$ cat src/rtl/tsm_pkg.sv
// Shared types and defaults for the end-of-test status monitor.
package tsm_pkg;

   localparam int REG_IDX_W      = 5;
   localparam int DEF_DONE_REG   = 26;
   localparam int DEF_RESULT_REG = 27;
   localparam int DEF_CODE_REG   = 28;

   typedef enum logic [1:0] {
      ST_RUN     = 2'd0,
      ST_DRAIN   = 2'd1,
      ST_VERDICT = 2'd2,
      ST_TIMEOUT = 2'd3
   } tsm_state_e;

endpackage

$ cat src/rtl/tsm_hart_shadow.sv
// Per-hart shadow of the done/result/code registers, fed by one writeback port.
// CODE_EN=0 skips the code register for harts whose code is never reported.
module tsm_hart_shadow
   import tsm_pkg::*;
#(
   parameter int XLEN       = 32,
   parameter int DONE_REG   = DEF_DONE_REG,
   parameter int RESULT_REG = DEF_RESULT_REG,
   parameter int CODE_REG   = DEF_CODE_REG,
   parameter bit CODE_EN    = 1'b1
) (
   input  logic                 clk,
   input  logic                 rst_n,
   input  logic                 clr,
   input  logic                 we,
   input  logic [REG_IDX_W-1:0] waddr,
   input  logic [XLEN-1:0]      wdata,
   output logic                 done_seen,
   output logic [XLEN-1:0]      result,
   output logic [XLEN-1:0]      code
);
   localparam logic [REG_IDX_W-1:0] DONE_IDX   = REG_IDX_W'(DONE_REG);
   localparam logic [REG_IDX_W-1:0] RESULT_IDX = REG_IDX_W'(RESULT_REG);
   localparam logic [REG_IDX_W-1:0] CODE_IDX   = REG_IDX_W'(CODE_REG);

   // x0 is hardwired zero in the core, so writes to it never count
   logic wr;
   assign wr = we && (waddr != '0);

   always_ff @(posedge clk or negedge rst_n) begin
      if (!rst_n) begin
         done_seen <= 1'b0;
         result    <= '0;
      end else if (clr) begin
         done_seen <= 1'b0;
         result    <= '0;
      end else if (wr) begin
         if (waddr == DONE_IDX && wdata == XLEN'(1)) done_seen <= 1'b1;
         if (waddr == RESULT_IDX)                    result    <= wdata;
      end
   end

   generate
      if (CODE_EN) begin : g_code
         always_ff @(posedge clk or negedge rst_n) begin
            if (!rst_n)                        code <= '0;
            else if (clr)                      code <= '0;
            else if (wr && waddr == CODE_IDX)  code <= wdata;
         end
      end else begin : g_no_code
         assign code = '0;
      end
   endgenerate

endmodule

$ cat config.mk
export PLATFORM = sky130hd
export DESIGN_NAME = tsm_hart_shadow
export DESIGN_NICKNAME = d
export VERILOG_FILES = /design/src/rtl/tsm_pkg.sv /design/src/rtl/tsm_hart_shadow.sv
export SDC_FILE = /design/constraint.sdc
export NUM_CORES = 1
export LEC_CHECK = 0
export ABC_AREA = 1
export BUFFER_PORTS_ARGS = -buffer_cell sky130_fd_sc_hd__buf_4
export CAP_MARGIN = 10
export CORE_UTILIZATION = 49
export DETAILED_ROUTE_END_ITERATION = 10
export PLACE_DENSITY = 0.77
export SYNTH_ARGS = -nofsm -noshare
export SYNTH_HDL_FRONTEND = slang
export SYNTH_SLANG_ARGS = --single-unit
$ cat constraint.sdc
create_clock -name clk -period 0.8 [get_ports clk]
set_input_delay 0.04 -clock clk [delete_from_list [all_inputs] [get_ports clk]]
set_output_delay 0.04 -clock clk [all_outputs]
set_load 0.01 [all_outputs]
==> metrics <==
Placed Area=around 3900 sq um; top post-synthesis cells by count=nand2_1, dfrtp_1, nor2_1; critical path class=reg2out; H-tree levels=3; Total Wirelength=8190 um; register area=1630 sq um; Synth Flop Type=dfrtp_1; final hold slack=0.00445 ns; delay of the slowest critical-path stage=0.41 ns; count leader, synth=nand2_1; Core Box Area=5570 sq um; Max Slew Vio Count=0; CTS root buf=clkbuf_8; CP delay by family, top=flip-flops; Crit Path Max Fanout=2; Cell variety after synth=18; Synth Instances=314; overall routing resource usage=around 28%; Hold Vio Cnt, Final=0; share of cells above drive strength 1=about half; CTS tree=built; WP buf/inv=1; Vias/cell=4.92; data arrival time of the worst path=between 0.8 and 0.9 ns; Placer Congestion=0.800; worst slew pin tran=about 0.35 ns; main area contributors after synthesis=dfrtp_1, nand2_1, o21ai_2, nor2_1, nand2_2; crit start category=flip-flop; final setup fails=73; Post-synth ARST share=100%; largest net degree at the start of global routing=66; grt total ovfl=0; PwrDens=around 1800 nW/um^2; Sinks on Clock Net=65; drt first pass iters=4; Syn Std Cell Area=2880 sq um; DRT iter0 DRCs=184; Net Count, Synth=around 360; post-route design area=4780 sq um; post-synth top area share=56.4%; CP Data Required Time=0.76 ns; # diodes=0; clk_lat worst skew=0.33 ns; # port buffers=105; Die Width=78.7 um; fmax=1080 MHz; TritonCTS buffer count=9; I/O pins=106; full die area=roughly 6200 sq um; Syn Area/Cell=9.18 sq um; status=complete, but fails checks; setup ws final=-0.123 ns; via count=2780; worst hold path type=in2reg; Slew HR=76.9%; clock-pin transition on the worst setup and hold timing paths=approximately 0.070 ns; critical-path cell list=buf_6; Initial Util=51.7%; area taken by multi-input logic gates=1090 sq um; drt wl/cell=14.5 um; Max clock buf depth=2; synthesized flop and latch total=65; leakage=approximately 0.0025 uW; Final period util=115%; initial antenna violation count=0; maxcap violations=0; synth warn=0; Yosys top cell by area=dfrtp_1; CP Capture Type=output port; Worst Skew=0 ns; vias in the first global route=~2800; number of enable flip-flop cells after synthesis=0; first-pass GRT wire length=about 13000 um; post-place setup slack=-0.240 ns; Die Y=78.7 um; # fillers=302; Power Total=8730 uW; ANT nets after route=0; P&R area growth vs syn=66.0%; NumNets Final=530; placed cells=495; DRC Markers=0; Seq/Total Area, Yosys=56.4%; Max VDD drop=approximately 1500 uV; failing checks=negative setup slack; CP max-delay cell=dfrtp_1; HPWL Detailed=5240 um; row cnt=27; crit path time final=between 0.9 and 1 ns; RSZ-0062 raised after global routing=true; non-filler cells, final=between 500 and 600
layout make-up:
class	instances	share of cell area, %
clock inverters	2	0.732
flip-flops and latches	65	34.0
clock buffers	13	3.74
repair buffers	179	35.3
inverters	16	1.52
well taps	72	1.88
multi-input cells	218	22.8
report_power, final:
group          switching (uW)  internal, uW
Sequential                209          3550
Combinational             865          1150
Clock                    1200          1760
Total                    2270          6450
path summary, 6_finish.rpt:
check                      slack [ns]      start  cells past startpoint         to
setup / recovery                -0.12   code[11]                      1   code[11]
hold / removal                  0.004  wdata[18]                      3   code[18]
setup reg to reg                -0.09   code[11]                      4   code[11]
hold reg to reg                  0.50   code[24]                      2   code[24]
max in group asynchronous        0.28      rst_n                      3  result[3]
min in group asynchronous        0.23      rst_n                      3   code[21]
sequential cells by signal, summed over array words and instances (netlist names):
| signal | count |
|---|---|
| code | 32 |
| done_seen | 1 |
| result | 32 |
cells in the final DEF (no fill, tap or decap), types with 3 or more instances in the layout:
cell,n
nand2_1,102
nand3_1,4
nor2_1,32
o21ai_2,30
inv_2,4
o21ai_1,14
clkbuf_8,13
dlygate4sd3_1,5
inv_1,11
dfrtp_1,65
buf_12,6
nand2_4,3
buf_6,69
buf_4,99
nand2_2,27
o21ai_0,4
routing by layer:
layer / part of all wire, % / GRT usage [%] / up-vias
met2: 53 / 49.1 / 78
met3: 5.0 / 6.05 / 18
met4: 1.8 / 10.2 / 0
met5: 0 / 0 / -
met1: 40 / 34.2 / 1358
li1: - / - / 1326
timing repair:
action / in CTS / in global routing
buffers inserted: 38 / 12
hold buffers: 5 / 0
gates resized for setup: 65 / 13
hold endpoints to repair: 69 / 0
endpoints found under the setup margin: 65 / 71
cells by family (layout without fill, tap and decap cells):
kind of cell	count (synthesis)	count (layout)	share of synthesized area, %
simple gates	170	170	24.1
flops	65	65	56.4
compound gates	48	48	12.0
buf+inv	31	210	7.42
stage by stage:
stage / setup TNS [ns] / util [%]
finish: -6.76 / 85.8
global route: -8.64 / 85.8
CTS: -6.47 / 83.7
detailed placement: -11.73 / 69.5
global placement: -10.74 / 69.5
floorplan: -5.02 / -
Note: power is estimated with default switching activity, not from simulation.
